### config.mk
export PLATFORM = sky130hd
export DESIGN_NAME = ex_mem_ctrl
export DESIGN_NICKNAME = d
export VERILOG_FILES = /design/src/rtl/ex_mem_ctrl.sv
export SDC_FILE = /design/constraint.sdc
export NUM_CORES = 1
export LEC_CHECK = 0
export BUFFER_PORTS_ARGS = -buffer_cell sky130_fd_sc_hd__buf_4
export CAP_MARGIN = 15
export CORE_UTILIZATION = 35
export CTS_BUF_LIST = sky130_fd_sc_hd__clkbuf_4 sky130_fd_sc_hd__clkbuf_8
export DETAILED_ROUTE_END_ITERATION = 8
export GPL_TIMING_DRIVEN = 0
export PLACE_DENSITY = 0.57
export RECOVER_POWER = 100
export SLEW_MARGIN = 20
export SYNTH_ARGS = -nofsm -noshare
export SYNTH_HDL_FRONTEND = slang
export SYNTH_SLANG_ARGS = --single-unit
### constraint.sdc
create_clock -name clk -period 4.37 [get_ports clk]
set_input_delay 0.437 -clock clk [delete_from_list [all_inputs] [get_ports clk]]
set_output_delay 0.437 -clock clk [all_outputs]
set_load 0.01 [all_outputs]
### src/rtl/ex_mem_ctrl.sv
// Execute/memory stage controller: takes one instruction at a time, runs the
// memory request handshake or waits for mul/div, then holds the result for writeback.
module ex_mem_ctrl #(
   parameter int XLEN   = 32,
   parameter bit ALE_EN = 1'b1
) (
   input  logic              clk,
   input  logic              rst,
   input  logic              flush,
   input  logic              in_valid,
   output logic              in_ready,
   input  logic              in_re,
   input  logic              in_we,
   input  logic              in_mc,
   input  logic [2:0]        in_access_sz,
   input  logic [XLEN-1:0]   in_alu_out,
   input  logic [XLEN-1:0]   in_wdata,
   input  logic [XLEN-1:0]   in_mc_out,
   input  logic              in_mc_valid,
   input  logic              in_rd_wen,
   output logic              mm_req,
   input  logic              mm_addr_ok,
   output logic              mm_we,
   output logic [XLEN-1:0]   mm_addr,
   output logic [XLEN-1:0]   mm_wdata,
   output logic [XLEN/8-1:0] mm_wstrb,
   output logic              out_valid,
   input  logic              out_ready,
   output logic [XLEN-1:0]   out_result,
   output logic              out_rd_wen,
   output logic              out_ale
);
   localparam int STRB_W = XLEN / 8;
   localparam int OFS_W  = $clog2(STRB_W);

   localparam logic [2:0] ACCESS_SZ_BYTE = 3'd0;
   localparam logic [2:0] ACCESS_SZ_HALF = 3'd1;
   localparam logic [2:0] ACCESS_SZ_WORD = 3'd2;

   localparam logic [STRB_W-1:0] STRB_BYTE = STRB_W'(1);
   localparam logic [STRB_W-1:0] STRB_HALF = STRB_W'(3);
   localparam logic [STRB_W-1:0] STRB_WORD = STRB_W'(15);

   typedef enum logic [1:0] {IDLE, MC_WAIT, MEM_REQ, HOLD} state_t;

   state_t            state;
   logic              pend_flush;
   logic              is_mem;
   logic              ale;
   logic              accept;
   logic [OFS_W-1:0]  ofs;
   logic [STRB_W-1:0] strb;
   logic [XLEN-1:0]   wdata_rep;

   assign is_mem    = in_re | in_we;
   assign ofs       = in_alu_out[OFS_W-1:0];
   assign out_valid = (state == HOLD);
   assign in_ready  = (state == IDLE) || ((state == HOLD) && out_ready && !flush);
   assign accept    = in_valid && in_ready && !flush;

   always_comb begin
      ale = 1'b0;
      if (ALE_EN && is_mem) begin
         case (in_access_sz)
            ACCESS_SZ_WORD: ale = |in_alu_out[1:0];
            ACCESS_SZ_HALF: ale = in_alu_out[0];
            default:        ale = 1'b0;
         endcase
      end
   end

   // Stores replicate the data across the bus so the strobe alone selects the lanes.
   always_comb begin
      strb      = '0;
      wdata_rep = {(XLEN/32){in_wdata[31:0]}};
      if (in_we) begin
         case (in_access_sz)
            ACCESS_SZ_BYTE: begin
               strb      = STRB_BYTE << ofs;
               wdata_rep = {STRB_W{in_wdata[7:0]}};
            end
            ACCESS_SZ_HALF: begin
               strb      = STRB_HALF << ofs;
               wdata_rep = {(XLEN/16){in_wdata[15:0]}};
            end
            default: strb = STRB_WORD << ofs;
         endcase
      end
   end

   always_ff @(posedge clk or posedge rst) begin
      if (rst) begin
         state      <= IDLE;
         pend_flush <= 1'b0;
         mm_req     <= 1'b0;
         mm_we      <= 1'b0;
         mm_addr    <= '0;
         mm_wdata   <= '0;
         mm_wstrb   <= '0;
         out_result <= '0;
         out_rd_wen <= 1'b0;
         out_ale    <= 1'b0;
      end else if (accept) begin
         out_result <= in_alu_out;
         out_rd_wen <= in_rd_wen & ~ale;
         out_ale    <= ale;
         if (ale) begin
            state <= HOLD;
         end else if (is_mem) begin
            state    <= MEM_REQ;
            mm_req   <= 1'b1;
            mm_we    <= in_we;
            mm_addr  <= in_alu_out;
            mm_wdata <= wdata_rep;
            mm_wstrb <= strb;
         end else if (in_mc) begin
            state <= MC_WAIT;
         end else begin
            state <= HOLD;
         end
      end else begin
         case (state)
            MC_WAIT: begin
               if (flush) begin
                  state <= IDLE;
               end else if (in_mc_valid) begin
                  out_result <= in_mc_out;
                  state      <= HOLD;
               end
            end
            // A request already on the bus cannot be withdrawn; a flush is remembered until the ack.
            MEM_REQ: begin
               if (mm_addr_ok) begin
                  mm_req <= 1'b0;
                  mm_we  <= 1'b0;
                  if (flush || pend_flush) begin
                     pend_flush <= 1'b0;
                     state      <= IDLE;
                  end else begin
                     out_result <= mm_addr;
                     state      <= HOLD;
                  end
               end else if (flush) begin
                  pend_flush <= 1'b1;
               end
            end
            HOLD: begin
               if (flush || out_ready) state <= IDLE;
            end
            default: state <= IDLE;
         endcase
      end
   end
endmodule

### After elaboration in Yosys (flattened, before gate mapping)

Cells that the tools add are included.

| storage, ports and cells | value |
|---|---|
| word-level logic and storage cells | 84 |
| bits in registers | 107 |
| input bits | 110 |
| output and inout bits | 106 |

| cells by class | value |
|---|---|
| shift-type cells | 3 |
| reduce and logical (&&, ||, !) cells | 20 |
| eq/ne operators | 14 |
| bitwise operators | 4 |
| mux-type cells | 33 |

Operators with widths:

| cell | number |
|---|---|
| $mux 32 | 6 |
| $pmux 32 s2 | 2 |
| $mux 2 | 9 |
| $mux 1 | 12 |
| $ne 3x3->1 const B | 4 |
| $pmux 4 s2 | 1 |
| $reduce_and 4->1 | 2 |
| $pmux 2 s3 | 1 |
| $reduce_and 3->1 | 2 |
| $reduce_bool 2->1 | 3 |
| $reduce_and 5->1 | 1 |
| $eq 2x2->1 const B | 2 |
| $logic_and 1x1->1 | 4 |
| $mux 4 | 1 |
| $ne 2x2->1 const B | 2 |
| $ne 4x4->1 const B | 1 |
| $shl 1x2->4 const A | 1 |
| $shl 2x2->4 const A | 1 |
| $shl 4x2->4 const A | 1 |
| $eq 3x1->1 const B | 1 |
| $eq 3x2->1 const B | 1 |
| $logic_not 3->1 | 1 |
| $logic_or 1x1->1 | 3 |
| $ne 3x1->1 const B | 1 |
| 10 further kinds | 11 |

### Logic depth before layout (Yosys ltp)

Gate-level depths: netlist of run 1.

| depth | value |
|---|---|
| word-level depth | 8 |
| mapped depth | 8 |
| depth with buffers taken out | 6 |

### Worst setup path after synthesis of run 1

No wires, ideal clock.

| timing | value |
|---|---|
| kind | register -> register |
| start point | register state[0] |
| end point | register out_result[6] |
| required time | 4,238 ps |
| path buffers | 2 |
| path slack | 2,483 ps |
| library setup time | 132 ps |
| clock period less this slack | 1,887 ps |
| stages on the path, launching flop included | 8 |
| data arrival time | 1,755 ps |
| cell sequence | dfrtp_1 inv_1 ha_1 buf_2 buf_1 mux2_2 mux2i_1 o21ai_1 |

| on the way | value |
|---|---|
| longest elaborated chain between the ends | 8 |
| elaborated cells between the ends (all ways) | 17 |
| those cells by class | 7 x eq/ne; 2 x mux; 8 x reduce/logical |

Ends and longest elaborated chain:

| item | RTL line | source |
|---|---|---|
| from (decl) | 46 | `state_t state;` |
| from (signal assigned) | 93 | `state <= IDLE;` |
| from (signal assigned) | 108 | `state <= HOLD;` |
| from (signal assigned) | 110 | `state <= MEM_REQ;` |
| $eq 2x2->1 | 58 | `assign in_ready = (state == IDLE) \|\| ((state == HOLD) && out_ready && !flush);` |
| $logic_and 1x1->1 (2 in a row) | 58 |  |
| $logic_or 1x1->1 | 58 |  |
| $logic_and 1x1->1 (2 in a row) | 59 | `assign accept = in_valid && in_ready && !flush;` |
| $ne 3x3->1 (no line) or $reduce_bool 3->1 (tied branches) | - |  |
| $reduce_and 5->1 (no line) | - |  |
| to (signal assigned) | 104 | `out_result <= in_alu_out;` |
| to (signal assigned) | 127 | `out_result <= in_mc_out;` |
| to (signal assigned) | 140 | `out_result <= mm_addr;` |
| to (decl) | 29 | `output logic [XLEN-1:0] out_result,` |

Parallel ways exist; a longest one is shown, timed or not.
A chain may end at the register's enable or synchronous reset.

### Worst setup path in the final report of run 1

| timing | value |
|---|---|
| start point | register state[0] |
| end point | register mm_wdata[30] |

| on the way | value |
|---|---|
| longest elaborated chain between the ends | 7 |
| elaborated cells between the ends (all ways) | 8 |
| those cells by class | 1 x eq/ne; 7 x reduce/logical |

Ends and longest elaborated chain:

| item | RTL line | source |
|---|---|---|
| $eq 2x2->1 | 58 |  |
| $logic_and 1x1->1 (2 in a row) | 58 |  |
| $logic_or 1x1->1 (*) | 58 |  |
| $logic_and 1x1->1 (*) (2 in a row) | 59 |  |
| $reduce_and 3->1 (no line) (*) | - |  |
| to (signal assigned) | 114 | `mm_wdata <= wdata_rep;` |
| to (decl) | 25 | `output logic [XLEN-1:0] mm_wdata,` |

Every way passes the cells marked *; elsewhere a longest branch is shown, timed or not.

==> results of run 1 <==
-- cells by family (layout without fill, tap and decap cells) --
logic type      after synthesis  after routing  synth area share [%]
buf+inv                      40            272                  4.02
xor+xnor                      1              1                 0.165
simple gates                 64             64                  5.60
compound gates               63             63                  6.91
mux                         156            156                  31.8
flops                       107            107                  50.3
fa+ha+maj                     5              5                  1.18
-- metrics by stage --
stage          instance area, µm²  cells  TNS [ns]  power, mW  hold slack, ns
2_1_floorplan                5320    436         0       2.91           0.510
3_3_place_gp                 7170    835    -34.65       4.03           0.471
3_5_place_dp                 7200    836         0       4.09           0.483
4_1_cts                      7450    852         0       4.87           0.137
5_1_grt                      7010    852         0       4.69           0.239
6_report                     7010    852         0       4.39           0.260
-- layout make-up --
| type | instances | share of cell area, % |
|---|---|---|
| Clock buffer | 10 | 1.96 |
| Timing Repair Buffer | 216 | 17.7 |
| Tap cell | 184 | 3.28 |
| Buffer | 25 | 1.73 |
| Sequential cell | 107 | 38.2 |
| Clock inverter | 6 | 1.70 |
| Inverter | 15 | 0.821 |
| Multi-Input combinational cell | 289 | 34.6 |
-- worst min-delay path by stage --
stage | end | start | slack (ns)
after detailed placement | mm_wdata[17] | mm_wdata[17] | 0.48
after global routing | out_result[20] | in_alu_out[20] | 0.24
after CTS | mm_addr[6] | rst | 0.14
final | out_result[20] | in_alu_out[20] | 0.26
after floorplan | out_rd_wen | out_rd_wen | 0.51
after global placement | out_rd_wen | out_rd_wen | 0.47
-- power breakdown --
part	total, mW	internal (mW)	switching, mW
Combinational	1.84	0.837	1.00
Clock	0.766	0.403	0.363
Sequential	1.78	1.48	0.299
-- critical path, cell delays in order (launching register included) --
cell and delay (ns):
dfrtp_1 0.44, inv_1 0.10, ha_1 0.24, a21oi_1 0.24, nor3_1 0.13, nand2_1 0.28
clkbuf_1 0.49, clkbuf_1 0.57, mux2i_1 0.26
-- state kept, by name, indices dropped and copies added, names as in the netlist, 2 cells and up --
register,flops
mm_addr,32
mm_wdata,32
out_result,32
state,2
mm_wstrb,4
-- placed cells by master (no fill, tap or decap), drive strengths merged, types with 2 or more instances in the layout --
cell type / n
clkbuf: 135
buf: 116
dfrtp: 107
mux2: 105
mux2i: 51
nand2: 46
o21ai: 45
inv: 16
nor2: 6
a22o: 5
ha: 5
a21oi: 4
nor2b: 3
bufinv: 3
nand2b: 2
a31oi: 2
-- layer usage --
metal | wire length, µm | track usage, % | vias to the layer above
li1 | - | - | 1984
met1 | 6640 | 25.5 | 2076
met2 | 7780 | 34.3 | 101
met3 | 776 | 4.79 | 15
met4 | 281 | 6.24 | 0
met5 | 0 | 0 | -
==> impl_metrics.tcl, run 1 <==
set metrics [dict create \
    status "finished with violations" \
    violations "DRC, capacitance limit, slew limit" \
    fillCellCount 1478 \
    vias_per_cell 4.90 \
    route.detailed.drc 6 \
    area_growth_pct 31.7 \
    worstSetupPathType "reg -> reg" \
    via_count 4176 \
    cp-endpoint "mm_wdata[30]" \
    hpwlAfterDp_mm 11.7 \
    initial_core_util_pct 36.2 \
    regArea_um2 2680 \
    syn_nets 551 \
    tritoncts "yes" \
    ys_top_cells_by_area "dfrtp_1 (50%), mux2_2 (21%), mux2i_1 (9.6%)" \
    ys_warn_count 0 \
    p_leak_nw 3.08 \
    synth_seq_cells 107 \
    maxCapViolations 1 \
    clock_skew_ns 0.0169 \
    r2r_end "mm_wdata[30]" \
    synth_edf_count 0 \
    gr-total-overflow 0 \
    yosys.area.top_type_share_pct 50.3 \
    synthArstFlopShare_pct 100 \
    h-tree-depth 3 \
    synthMostInstantiatedCell "dfrtp_1" \
    drtAntennaViolNets 0 \
    startpoint "state[0]" \
    routedWlPerCell_um 18.2 \
    critPathMaxFanout 10 \
    slew_headroom_pct -105 \
    place.gp.congestion 0.785 \
    final_util_pct 47.7 \
    worst_pin_slew_ns 3.06 \
    r2r_start "state[0]" \
    worstSetupStartpointType "flip-flop" \
    powerDensity_nw_per_um2 626 \
    firstDrtPassIters 6 \
    cts_buffer_depth 2 \
    multiInputGateArea_um2 2420 \
    cp_data_required_time_ns 4.67 \
    clk_pin_slew_worst_paths_ns 0.11 \
    grt_pass1_vias 4415 \
    synth.avg_cell_area_um2 12.2 \
    yosys.area.top_type "dfrtp_1" \
    cts_setup_buffers 0 \
    clock-sinks 107 \
    port_buffers 215 \
    rrSetupSlack_ns 1.54 \
    seq_area_frac_synth_pct 50.3 \
    diodes 0 \
    hold_viol 0 \
    syn_inst 436 \
    cts_resized 0 \
    cts_inserted_buffers 9 \
    fin_nets 778 \
    placementRows 44 \
    min_path_cells 3 \
    drive_above_1_share_pct 35.6 \
    dieHeight_um 125 \
    slew_viol_final 65 \
    pre_cts_slack_ns 2.00 \
    grt_start_max_net_pins 66 \
    cts_root_buf "clkbuf_8" \
    die-area_um2 15700 \
    clk_latency_ns 0.39 \
    grt_pass1_wl_mm 24.4 \
    synthDistinctLibCells 37 \
    core_um2 14700 \
    die_w_um 125 \
    fin_crit_sh_pct 64.7 \
    peakVddDrop_mv 0.338 \
    num_io_pins 216 \
    hold_path.class "in -> reg" \
    max_freq_mhz 354 \
    synth_area_um2 5320 \
    grt_usage_pct 20.2 \
    worst-r2r-cell-count 8 \
    antenna_found_initial 0 \
    cp_data_arrival_time_ns 3.12 \
    yosys_most_used_dff "dfrtp_1" \
    drt-total-wl_mm 15.5 \
    period_minus_slack_ns 2.83 \
    yosys-top-cells-count "dfrtp_1 (107), mux2_2 (99), mux2i_1 (51), nand2_1 (45), o21ai_0 (35)" \
    setup_violations 0 \
    drt_iter0_drc 197 \
    rsz0062_at_grt "no" \
    hold_buffers 0 \
    fin_ws_ns 1.54 \
    cp-end-kind "flip-flop" \
]
No activity file was read; power rests on OpenSTA's default activity.
==> run 2: changes to the inputs <==
==> constraint.sdc (replaced) <==
create_clock -name clk -period 2.9 [get_ports clk]
set_input_delay 0.29 -clock clk [delete_from_list [all_inputs] [get_ports clk]]
set_output_delay 0.29 -clock clk [all_outputs]
set_load 0.01 [all_outputs]
==> run 2 against run 1 <==
- the flow still finishes with violations (DRC, capacitance limit, slew limit)
- combinational power grew 51%
- clock power increased by 17%
- sequential share of layout area stayed put
- clock skew grew 0.0044 ns
- final cell count is 0.47% higher
- first-iteration DRC count is 22% lower
- worst setup slack lost 1.1 ns
- total power up 45%
- critical endpoint is now mm_wdata[20]
- highest routed layer unchanged
==> impl_metrics.tcl, run 2 (synthesis gave the netlist of run 1 again) <==
set metrics [dict create \
    tns_ns 0 \
    top_regs "mm_addr: 32 flops, mm_wdata: 32 flops, out_result: 32 flops" \
    setup_violations 0 \
    antenna_found_initial 0 \
    grt_pass1_vias 4459 \
    crit_chain "inv_1 -> ha_1 -> a21oi_1 -> nor3_1 -> nand2_1 -> clkbuf_1 -> mux2_1" \
    rsz0062_at_grt "no" \
    fin_cells 856 \
    r2r_end "mm_wdata[20]" \
    p_leak_nw 3.09 \
    cp_data_required_time_ns 3.18 \
    peakVddDrop_mv 0.370 \
    slew_viol_final 34 \
    rrSetupSlack_ns 0.40 \
    critPathBufInv 2 \
    clk_pin_slew_worst_paths_ns 0.12 \
    placementRows 44 \
    clock-sinks 107 \
    diodes 0 \
    min_path_cells 3 \
    via_count 4128 \
    area_growth_pct 31.7 \
    place.gp.congestion 0.770 \
    r2r_start "state[0]" \
    worst_pin_slew_ns 1.52 \
    cts_root_buf "clkbuf_8" \
    status "finished with violations" \
    worst-r2r-cell-count 7 \
    firstDrtPassIters 8 \
    fin_nets 782 \
    critical_path.top_delay_family "buffers and inverters" \
    power_mw 6.36 \
    num_io_pins 216 \
    cp_slowest_cell "clkbuf_1" \
    routedWlPerCell_um 18.3 \
    drt_iter0_drc 154 \
    h-tree-depth 3 \
    min_from "in_alu_out[9]" \
    powerDensity_nw_per_um2 908 \
    die-area_um2 15700 \
    hold_viol 0 \
    cts_inserted_buffers 9 \
    clk_latency_ns 0.40 \
    final_cell_mix "clkbuf_1 (119), buf_4 (109), dfrtp_1 (107)" \
    cp_data_arrival_time_ns 2.78 \
    cp-end-kind "flip-flop" \
    violations "DRC, capacitance limit, slew limit" \
    max_freq_mhz 400 \
    fin_crit_sh_pct 86.2 \
    cts_buffer_depth 2 \
    cts_setup_buffers 0 \
    slowest_delay_ns 0.57 \
    drtAntennaViolNets 0 \
    core_um2 14700 \
    vias_per_cell 4.82 \
    clock_skew_ns 0.0212 \
    hold_path.class "in -> reg" \
    hold_buffers 1 \
    period_minus_slack_ns 2.50 \
    maxCapViolations 1 \
    critPathMaxFanout 10 \
    holdPathEnd "out_result[9]" \
    cts_resized 0 \
    drt-total-wl_mm 15.7 \
    grt_start_max_net_pins 34 \
    tritoncts "yes" \
    worstSetupPathType "reg -> reg" \
    grt_pass1_wl_mm 25.2 \
    initial_core_util_pct 36.2 \
    dp.cells 839 \
    mostFrequentLayoutCell "clkbuf_1" \
    drive_above_1_share_pct 36.5 \
    gr-total-overflow 0 \
    whs_ns 0.0946 \
    worstSetupStartpointType "flip-flop" \
    hpwlAfterDp_mm 11.9 \
    grt_usage_pct 20.8 \
    port_buffers 215 \
    route.detailed.drc 4 \
    die_w_um 125 \
    dieHeight_um 125 \
    slew_headroom_pct -1.62 \
]
[run 2: final cells by class]
type | count | area [µm²]
buffer | 25 | 138
clock buffer | 9 | 124
clock inverter | 7 | 62.6
fill | 1419 | 7690
inverter | 15 | 57.6
multi-input combinational | 289 | 2420
sequential | 107 | 2680
tap | 184 | 230
timing repair buffer | 220 | 1300
[run 2: metal layers]
metal	up-vias	track usage [%]	part of all wire, %
li1	1990	-	-
met1	2029	26.5	43
met2	97	35.3	50
met3	12	5.61	5.1
met4	0	4.73	1.2
met5	-	0	0
[run 2: worst max path at each step]
| stage | startpoint | endpoint | slack [ns] | depth (start not counted) |
|---|---|---|---|---|
| 4_1_cts | state[1] | out_result[1] | 0.52 | 8 |
| 3_3_place_gp | rst | mm_addr[12] | 0.52 | 2 |
| 6_report | state[0] | mm_wdata[20] | 0.40 | 7 |
| 3_5_place_dp | state[1] | out_result[1] | 0.56 | 8 |
| 5_1_grt | state[0] | mm_addr[24] | 0.15 | 7 |
| 2_1_floorplan | state[0] | out_result[6] | 1.01 | 7 |
[run 2: stage by stage]
stage	util, %	setup WS, ns	area [µm²]
final	47.7	0.400	7010
after floorplan	-	1.01	5330
after global routing	47.7	0.149	7010
after CTS	50.8	0.521	7460
after global placement	48.8	0.516	7170
after detailed placement	49.4	0.563	7260
[run 2: power by group]
part | switching (mW) | internal (mW) | total, mW
logic | 1.50 | 1.27 | 2.78
registers | 0.459 | 2.23 | 2.69
clock network | 0.571 | 0.326 | 0.897
total | 2.53 | 3.83 | 6.36
[run 2: worst reg2reg max path, stage by stage, from the launching register on]
cell	delay [ns]
dfrtp_1	0.43
inv_1	0.08
ha_1	0.23
a21oi_1	0.27
nor3_1	0.13
nand2_1	0.30
clkbuf_1	0.57
mux2_1	0.38
==> run 3: changes to the inputs <==
--- a/config.mk
+++ b/config.mk
@@ -11,7 +11,6 @@
 export CTS_BUF_LIST = sky130_fd_sc_hd__clkbuf_4 sky130_fd_sc_hd__clkbuf_8
 export DETAILED_ROUTE_END_ITERATION = 8
 export GPL_TIMING_DRIVEN = 0
-export PLACE_DENSITY = 0.57
 export RECOVER_POWER = 100
 export SLEW_MARGIN = 20
 export SYNTH_ARGS = -nofsm -noshare
==> run 3 against run 2 <==
- the flow finishes with violations (DRC)
- combinational power hardly changed
- critical path depth unchanged
- routed wire length fell by 0.63%
- cell area decreased by 0.16%
- register-to-register slack lost 0.02 ns
- critical endpoint is now mm_wdata[0]
==> impl_metrics.tcl, run 3 (synthesis gave the netlist of run 1 again) <==
set metrics [dict create \
    status "finished with violations" \
    violations "DRC" \
    die_w_um 125 \
    grt_pass1_vias 4501 \
    final_cell_mix "clkbuf_1 (120), buf_4 (108), dfrtp_1 (107)" \
    cp-end-kind "flip-flop" \
    rrSetupSlack_ns 0.38 \
    worst_pin_slew_ns 1.18 \
    final_util_pct 47.6 \
    grt_start_max_net_pins 30 \
    mostFrequentLayoutCell "clkbuf_1" \
    core_um2 14700 \
    worstSetupPathType "reg -> reg" \
    clk_pin_slew_worst_paths_ns 0.11 \
    area_growth_pct 31.5 \
    gr-total-overflow 0 \
    peakVddDrop_mv 0.439 \
    routedWlPerCell_um 18.2 \
    clock-sinks 107 \
    clock_skew_ns 0.0155 \
    cp_slowest_cell "clkbuf_1" \
    critPathMaxFanout 10 \
    tns_ns 0 \
    cp_data_arrival_time_ns 2.78 \
    grt_pass1_wl_mm 24.8 \
    initial_core_util_pct 36.2 \
    cts_setup_buffers 0 \
    dieHeight_um 125 \
    setup_violations 0 \
    antenna_found_initial 0 \
    firstDrtPassIters 8 \
    grt_usage_pct 20.4 \
    diodes 0 \
    port_buffers 215 \
    drt-total-wl_mm 15.6 \
    hpwlAfterDp_mm 12.0 \
    slowest_delay_ns 0.58 \
    rsz0062_at_grt "no" \
    cts_inserted_buffers 9 \
    period_minus_slack_ns 2.52 \
    maxCapViolations 0 \
    cp_data_required_time_ns 3.17 \
    num_io_pins 216 \
    drt_iter0_drc 152 \
    cts_buffer_depth 2 \
    hold_viol 0 \
    hold_path.class "in -> reg" \
    via_count 4205 \
    worstSetupStartpointType "flip-flop" \
    cts_root_buf "clkbuf_8" \
    place.gp.congestion 0.816 \
    slew_headroom_pct 20.7 \
    die-area_um2 15700 \
    drive_above_1_share_pct 36.2 \
    powerDensity_nw_per_um2 933 \
    fin_crit_sh_pct 86.8 \
    drtAntennaViolNets 0 \
    placementRows 44 \
    slew_viol_final 0 \
    fillCellCount 1477 \
    route.detailed.drc 5 \
    h-tree-depth 3 \
    fin_nets 781 \
    tritoncts "yes" \
    clk_latency_ns 0.39 \
    max_freq_mhz 397 \
    p_leak_nw 3.08 \
    crit_chain "inv_1 -> ha_1 -> a21oi_1 -> nor3_1 -> nand2_1 -> clkbuf_1 -> mux2_2" \
    vias_per_cell 4.92 \
    top_regs "mm_addr: 32 flops, mm_wdata: 32 flops, out_result: 32 flops" \
]
==> run 3: cell count changes in the layout (fill, tap and decap cells not counted) <==
| cell | delta |
|---|---|
| buf_16 | -2 |
| bufinv_16 | +2 |
| buf_1 | +1 |
| buf_12 | +1 |
| buf_4 | -1 |
| clkbuf_1 | +1 |
| clkinv_8 | -1 |
| clkinvlp_4 | -1 |
| dlymetal6s2s_1 | -1 |
| o21ai_0 | -1 |
| o21ai_1 | +1 |
==> run 3: worst paths after layout <==
path / from / endpoint / cells after the start
worst min-delay path: in_alu_out[5] / out_result[5] / 3
worst max-delay path: state[0] / mm_wdata[0] / 7
worst max register to register: state[0] / mm_wdata[0] / 7
max in group asynchronous: rst / out_result[13] / 5
min in group asynchronous: rst / mm_wdata[16] / 3
worst min register to register: out_rd_wen / out_rd_wen / 2
==> run 3: power breakdown <==
part           leakage, nW  internal (mW)  switching [mW]
registers             1.29           2.23           0.466
logic                 1.68           1.27            1.52
clock network        0.110          0.493           0.550
==> run 3: timing repair <==
action,4_1_cts,5_1_grt
hold buffers,1,0
endpoints found under the setup margin,0,0
hold endpoints to repair,25,0
resized for setup,0,0
==> run 3: per-stage QoR <==
step / area (µm²) / worst slack [ns] / power (mW) / hold slack [ns] / cells
after floorplan: 5330 / 1.01 / 4.39 / 0.394 / 436
after global placement: 7170 / 0.506 / 6.07 / 0.470 / 835
after detailed placement: 7230 / 0.505 / 6.18 / 0.416 / 838
after CTS: 7460 / 0.489 / 7.25 / 0.0840 / 855
after global routing: 7000 / 0.227 / 6.97 / 0.0892 / 855
final: 7000 / 0.383 / 6.53 / 0.108 / 855
==> run 3: final cells by class <==
type	instances	area [µm²]	share of cell area (%)
plain buffers	25	131	1.88
clock buffers	9	124	1.77
clock inverters	7	98.8	1.41
inverters	15	57.6	0.822
multi-input cells	289	2420	34.6
flip-flops and latches	107	2680	38.3
well taps	184	230	3.29
repair buffers	219	1260	18.0
==> run 3: worst max-delay path, delay by kind of cell (launching register included) <==
kind	cells	cell delay [ns]
AND/OR/NAND/NOR	2	0.37
flip-flops	1	0.44
AO/OA/AOI/OAI	1	0.25
buffers and inverters	2	0.68
adder cells (fa/ha/maj)	1	0.25
multiplexers	1	0.42
==> run 3: layer usage <==
| metal | global-route usage (%) | vias to the layer above | wire (µm) |
|---|---|---|---|
| met5 | 0 | - | 0 |
| met4 | 5.74 | 0 | 269 |
| met3 | 4.79 | 16 | 648 |
| met2 | 35.8 | 102 | 7910 |
| met1 | 24.9 | 2094 | 6750 |
| li1 | - | 1993 | - |
